### src/rtl/video_timing_gen.sv
// Raster timing generator: pixel/line counters, blanking and sync decode, blanked
// pixel output, line interrupt, and a shadow timing register bank applied at frame wrap.
module video_timing_gen #(
   parameter int HW          = 9,
   parameter int VW          = 9,
   parameter int CW          = 12,
   parameter int H_TOTAL_M1  = 383,
   parameter int H_BLK_START = 290,
   parameter int H_SYN_START = 290,
   parameter int H_SYN_END   = 312,
   parameter int V_TOTAL_M1  = 262,
   parameter int V_BLK_START = 224,
   parameter int V_SYN_START = 227,
   parameter int V_SYN_END   = 234,
   parameter bit HS_ACT_LOW  = 1'b1,
   parameter bit VS_ACT_LOW  = 1'b1,
   parameter bit BLANK_COL0  = 1'b1
) (
   input  logic          PCLK,
   input  logic          RST_N,
   input  logic          CE,
   input  logic [CW-1:0] iRGB,
   input  logic          CFG_WE,
   input  logic [2:0]    CFG_SEL,
   input  logic [HW-1:0] CFG_DATA,
   input  logic          CFG_COMMIT,
   input  logic [VW-1:0] LINE_CMP,
   output logic [HW-1:0] HPOS,
   output logic [VW-1:0] VPOS,
   output logic          HBLK,
   output logic          VBLK,
   output logic          HSYN,
   output logic          VSYN,
   output logic [CW-1:0] oRGB,
   output logic          LINE_IRQ,
   output logic          CFG_PEND,
   output logic [15:0]   FRAME_CNT
);

   // Register bank index within each of the H and V groups.
   localparam int BLK = 0;
   localparam int SS  = 1;
   localparam int SE  = 2;
   localparam int TOT = 3;

   localparam logic [HW-1:0] RST_H [4] = '{HW'(H_BLK_START), HW'(H_SYN_START),
                                          HW'(H_SYN_END),   HW'(H_TOTAL_M1)};
   localparam logic [VW-1:0] RST_V [4] = '{VW'(V_BLK_START), VW'(V_SYN_START),
                                          VW'(V_SYN_END),   VW'(V_TOTAL_M1)};

   logic [HW-1:0] act_h [4];
   logic [HW-1:0] shd_h [4];
   logic [HW-1:0] nxt_h [4];
   logic [VW-1:0] act_v [4];
   logic [VW-1:0] shd_v [4];
   logic [VW-1:0] nxt_v [4];

   logic          h_wrap;
   logic          v_wrap;
   logic          f_wrap;
   logic          load;
   logic [HW-1:0] hpos_n;
   logic [VW-1:0] vpos_n;
   logic          hs_act;
   logic          vs_act;
   logic          pix_blank;
   logic          pend_n;

   function automatic logic in_win_h(input logic [HW-1:0] p, input logic [HW-1:0] s,
                                     input logic [HW-1:0] e);
      return (p >= s) && (p < e);
   endfunction

   function automatic logic in_win_v(input logic [VW-1:0] p, input logic [VW-1:0] s,
                                     input logic [VW-1:0] e);
      return (p >= s) && (p < e);
   endfunction

   always_comb begin
      h_wrap = (HPOS == act_h[TOT]);
      v_wrap = (VPOS == act_v[TOT]);
      f_wrap = h_wrap && v_wrap;
      load   = f_wrap && CFG_PEND;
      // Decode for the step into (0,0) must already see the freshly loaded timing.
      for (int i = 0; i < 4; i++) begin
         nxt_h[i] = load ? shd_h[i] : act_h[i];
         nxt_v[i] = load ? shd_v[i] : act_v[i];
      end
      hpos_n = h_wrap ? '0 : HPOS + HW'(1);
      if (!h_wrap)
         vpos_n = VPOS;
      else
         vpos_n = v_wrap ? '0 : VPOS + VW'(1);
      hs_act    = in_win_h(hpos_n, nxt_h[SS], nxt_h[SE]);
      vs_act    = in_win_v(vpos_n, nxt_v[SS], nxt_v[SE]);
      pix_blank = HBLK || VBLK || (BLANK_COL0 && (HPOS == '0));
      // A commit arriving with the wrap re-arms for the following frame.
      pend_n    = CFG_COMMIT || (CFG_PEND && !(CE && f_wrap));
   end

   always_ff @(posedge PCLK or negedge RST_N) begin
      if (!RST_N) begin
         HPOS      <= HW'(H_TOTAL_M1);
         VPOS      <= VW'(V_TOTAL_M1);
         HBLK      <= 1'b1;
         VBLK      <= 1'b1;
         HSYN      <= HS_ACT_LOW;
         VSYN      <= VS_ACT_LOW;
         oRGB      <= '0;
         LINE_IRQ  <= 1'b0;
         CFG_PEND  <= 1'b0;
         FRAME_CNT <= '0;
         for (int i = 0; i < 4; i++) begin
            act_h[i] <= RST_H[i];
            shd_h[i] <= RST_H[i];
            act_v[i] <= RST_V[i];
            shd_v[i] <= RST_V[i];
         end
      end else begin
         CFG_PEND <= pend_n;
         LINE_IRQ <= CE && h_wrap && (vpos_n == LINE_CMP);
         if (CFG_WE) begin
            if (CFG_SEL[2])
               shd_v[CFG_SEL[1:0]] <= VW'(CFG_DATA);
            else
               shd_h[CFG_SEL[1:0]] <= CFG_DATA;
         end
         if (CE) begin
            HPOS <= hpos_n;
            VPOS <= vpos_n;
            HBLK <= (hpos_n >= nxt_h[BLK]);
            VBLK <= (vpos_n >= nxt_v[BLK]);
            HSYN <= hs_act ^ HS_ACT_LOW;
            VSYN <= vs_act ^ VS_ACT_LOW;
            oRGB <= pix_blank ? '0 : iRGB;
            if (load) begin
               for (int i = 0; i < 4; i++) begin
                  act_h[i] <= shd_h[i];
                  act_v[i] <= shd_v[i];
               end
            end
            if (f_wrap)
               FRAME_CNT <= FRAME_CNT + 16'd1;
         end
      end
   end

endmodule

### config.mk
export PLATFORM = sky130hd
export DESIGN_NAME = video_timing_gen
export DESIGN_NICKNAME = d
export VERILOG_FILES = /design/src/rtl/video_timing_gen.sv
export SDC_FILE = /design/constraint.sdc
export NUM_CORES = 1
export LEC_CHECK = 0
export BUFFER_PORTS_ARGS = -buffer_cell sky130_fd_sc_hd__buf_2
export CAP_MARGIN = 20
export CORE_MARGIN = 3
export CORE_UTILIZATION = 40
export DETAILED_ROUTE_END_ITERATION = 8
export GPL_TIMING_DRIVEN = 1
export PLACE_DENSITY = 0.55
export SLEW_MARGIN = 10
export SYNTH_ARGS = -nofsm -noshare
export SYNTH_HDL_FRONTEND = slang
export SYNTH_SLANG_ARGS = --single-unit
### constraint.sdc
create_clock -name PCLK -period 9.7 [get_ports PCLK]
set_input_delay 0.485 -clock PCLK [delete_from_list [all_inputs] [get_ports PCLK]]
set_output_delay 0.485 -clock PCLK [all_outputs]
set_load 0.03 [all_outputs]
==> results by group <==
Run status
  – Status: complete, no violations

Critical path
  – Critical Path AT: 4.44 ns
  – WS Path Type: flip-flop to flip-flop
  – CP max stage cell: buf_4
  – Cell family with most CP delay: compound AO/OA/AOI/OAI gates
  – Critical-path maximum fanout: 54
  – Slowest stage delay, CP: 0.75 ns
  – Worst path bufs/invs: 1
  – Reg2Reg Depth: 14
  – Cell Chain, Critical Path: xor2_1 -> nor4_2 -> and3_1 -> nand3_4 -> buf_4 -> mux2_2 -> ha_1 -> nand2b_1 -> a21o_1 -> a21o_1 -> a211oi_1 -> o21ai_0 -> a21oi_1 -> o21ai_0
  – R2R Path Start: VPOS[7]
  – FF-to-FF End: HBLK
  – CP Capture Type: flip-flop
  – Startpoint types: flip-flop
  – CP Data Required Time: 10.05 ns
  – R2R setup slack: 5.61 ns

Global routing
  – Global Route Usage Sum: 17.51%
  – Total gr overflow: 0
  – Pin count of the biggest net entering global routing: 90
  – Initial antenna violation count: 2
  – First-pass GRT wire length: 38,210 um
  – Vias in the first global route: 6,603

Logic synthesis
  – Ys flop type: dfrtp_1
  – Number of flops mapped to enable cells by yosys: 0
  – Synth Register Bits: 196
  – Post-synthesis sequential area ratio: 48.92%
  – Synth area leaders: dfrtp_1 28%, dfstp_2 21%, mux2_2 18%, ha_1 6.8%, mux2i_1 5.0%
  – Post-Syn Area per Cell: 12.23 um2
  – Ys Warns: 0
  – Number of distinct library cells after synthesis: 60
  – Synth Cell Area: 0.01024 mm2
  – Post-Syn Instances: 837
  – Syn_nets: 931
  – Synth area leader: dfrtp_1
  – Async SR Flop Fraction: 100.0%
  – Post-synth top area share: 27.62%

Hold path
  – Class of the worst hold path: primary input to asynchronous set/reset pin

Placed design
  – I/O Buffers: 89
  – Global placer's final weighted congestion: 0.9116
  – Final HPWL DP: 16,570 um

Clock network
  – Cts hold-fix bufs: 0
  – Clock Pin Slew Worst Setup and Hold Paths: 0.07 ns
  – Clk Latency, worst-skew pair: 0.43 ns
  – CTS tree: yes
  – H-Tree Level Count: 4
  – CTS resizes: 0
  – CTS buffer count: 17
  – Root buf cell: clkbuf_16
  – Setup Fix Bufs, Post-CTS: 0
  – Clk sinks: 196
  – Maximum root-to-sink buffer count: 2

Finish
  – Diode count: 0
  – Share of cells above drive strength 1: 41.99%
  – Most frequent cells in the layout: 162 x mux2_2, 113 x dfrtp_1, 88 x buf_2
  – Final nets: 1,005
  – Most common cell after layout, fill and taps aside: mux2_2
  – Area delta synth->final: 13.13%

Timing
  – Slew HR: 35.70%
  – Max Slew Vio Count: 0
  – Fin crit share: 42.12%
  – Total negative setup slack: 0 ns
  – Fmax: 0.2448 GHz
  – Final setup fails: 0
  – Worst slew pin tran: 0.9645 ns
  – Clock Skew: 0.01208 ns
  – RSZ-0062 raised after global routing: false
  – Crit path time final: 4.085 ns
  – Final hold violations: 0

Drt
  – Drt drc: 0
  – Highest routed layer: met5
  – Detail Route Antenna Nets: 0
  – Detailed Route WL: 23,920 um
  – Initial DRC count: 317
  – Per-cell routed wire length: 19.16 um
  – Met2 wire length: 10,740 um
  – Met3 routed WL: 1014 um
  – Via density: 5.338
  – Via count: 6,662
  – M1 WL: 11,830 um
  – Pre-antenna DRT Iters: 4

Power and ir drop
  – PwrDens: 247.2 mW/mm2
  – Sw Pwr: 0.9909 mW
  – Combinational share of power: 32.3%
  – Peak supply drop: 0.0001145 V
  – Clk pwr share: 25.0%
  – Reg power frac: 42.6%
  – Internal power: 1.873 mW
  – Leakage dissipation: 5.555 nW
  – Sw frac: 34.61%
  – Final Power: 2.863 mW

Floorplan
  – Die Area: 0.02755 mm2
  – Initial core utilization: 41.37%
  – Ports: 90
  – DIE HEIGHT: 166.0 um
  – Core area: 0.02475 mm2
  – Row count: 57
  – Die W: 166.0 um

Run
  – Max Cap Viol: 0
-- area by class of cell --
class | instances | area, um2
fillers | 2306 | 13170
flip-flops and latches | 196 | 5009
multi-input cells | 577 | 4955
repair buffers | 99 | 549.3
clock buffers | 18 | 439.2
well taps | 324 | 405.4
clock inverters | 14 | 150.1
inverters | 20 | 75.07
-- power groups by stage --
stage	sequential [mW]	clock, mW	combinational, mW
floorplan	1.28	0	0.621
global placement	1.23	0	0.922
detailed placement	1.24	0	0.931
CTS	1.22	0.738	0.936
global route	1.25	0.767	1.04
finish	1.22	0.717	0.926
-- routing by layer --
metal,up-vias,global-route usage (%)
met4,4,4.304
met3,29,3.618
met5,-,0
li1,3187,-
met1,3313,25.37
met2,129,27.05
-- state kept, by name, summed over array words and instances (netlist names), 9 cells and up --
register	flops
act_h	36
act_v	36
shd_h	36
shd_v	36
FRAME_CNT	16
oRGB	12
HPOS	9
VPOS	9
-- worst register-to-register path, stage by stage (launching register included) --
cell and delay, ns:
dfrtp_1 0.57, xor2_1 0.23, nor4_2 0.07, and3_1 0.42, nand3_4 0.17, buf_4 0.75, mux2_2 0.46, ha_1 0.26
nand2b_1 0.13, a21o_1 0.17, a21o_1 0.17, a211oi_1 0.22, o21ai_0 0.13, a21oi_1 0.15, o21ai_0 0.10
-- worst max path at each step --
| stage | endpoint | from | depth (start not counted) | slack [ns] |
|---|---|---|---|---|
| finish | HBLK | VPOS[7] | 14 | 5.61 |
| global route | VBLK | HPOS[0] | 14 | 5.25 |
| CTS | HBLK | HPOS[0] | 14 | 5.60 |
| detailed placement | HBLK | HPOS[0] | 14 | 5.62 |
| global placement | VBLK | HPOS[0] | 14 | 5.68 |
| floorplan | HBLK | VPOS[8] | 17 | 6.23 |
-- synthesized netlist by cell type, drive strengths merged, types with 4 or more instances --
library cell,instances
nand3,24
nand2b,7
ha,56
mux2i,51
o21a,6
and3,6
mux2,164
inv,20
xor2,23
nand4,12
dfrtp,113
xnor2,18
a211oi,4
nor4,7
a21oi,10
nand2,49
nand4b,4
buf,24
nor3,17
nor3b,5
a21o,12
clkbuf,20
o21ai,37
dfstp,83
a31oi,4
nor2,28
-- metrics by stage --
| step | cell area, um2 | setup slack [ns] | cells | util (%) | hold WS (ns) |
|---|---|---|---|---|---|
| detailed placement | 10960 | 5.623 | 1215 | 44.28 | 0.4566 |
| global placement | 10960 | 5.675 | 1215 | 44.28 | 0.4550 |
| floorplan | 10240 | 6.228 | 837 | - | 0.1894 |
| CTS | 11550 | 5.595 | 1247 | 46.66 | 0.1248 |
| global route | 11580 | 5.250 | 1248 | 46.80 | 0.1419 |
| finish | 11580 | 5.615 | 1248 | 46.80 | 0.08797 |
-- cell families (layout without fill, tap and decap cells) --
kind of cell    after synthesis  after routing  share of synthesized area (%)
buf+inv                      64            151                          2.884
mux                         215            215                          23.10
flops                       196            196                          48.92
compound gates               99             99                          6.404
xor+xnor                     41             41                          3.581
simple gates                166            166                          8.274
fa+ha+maj                    56             56                          6.843
No activity file was read; power rests on OpenSTA's default activity.
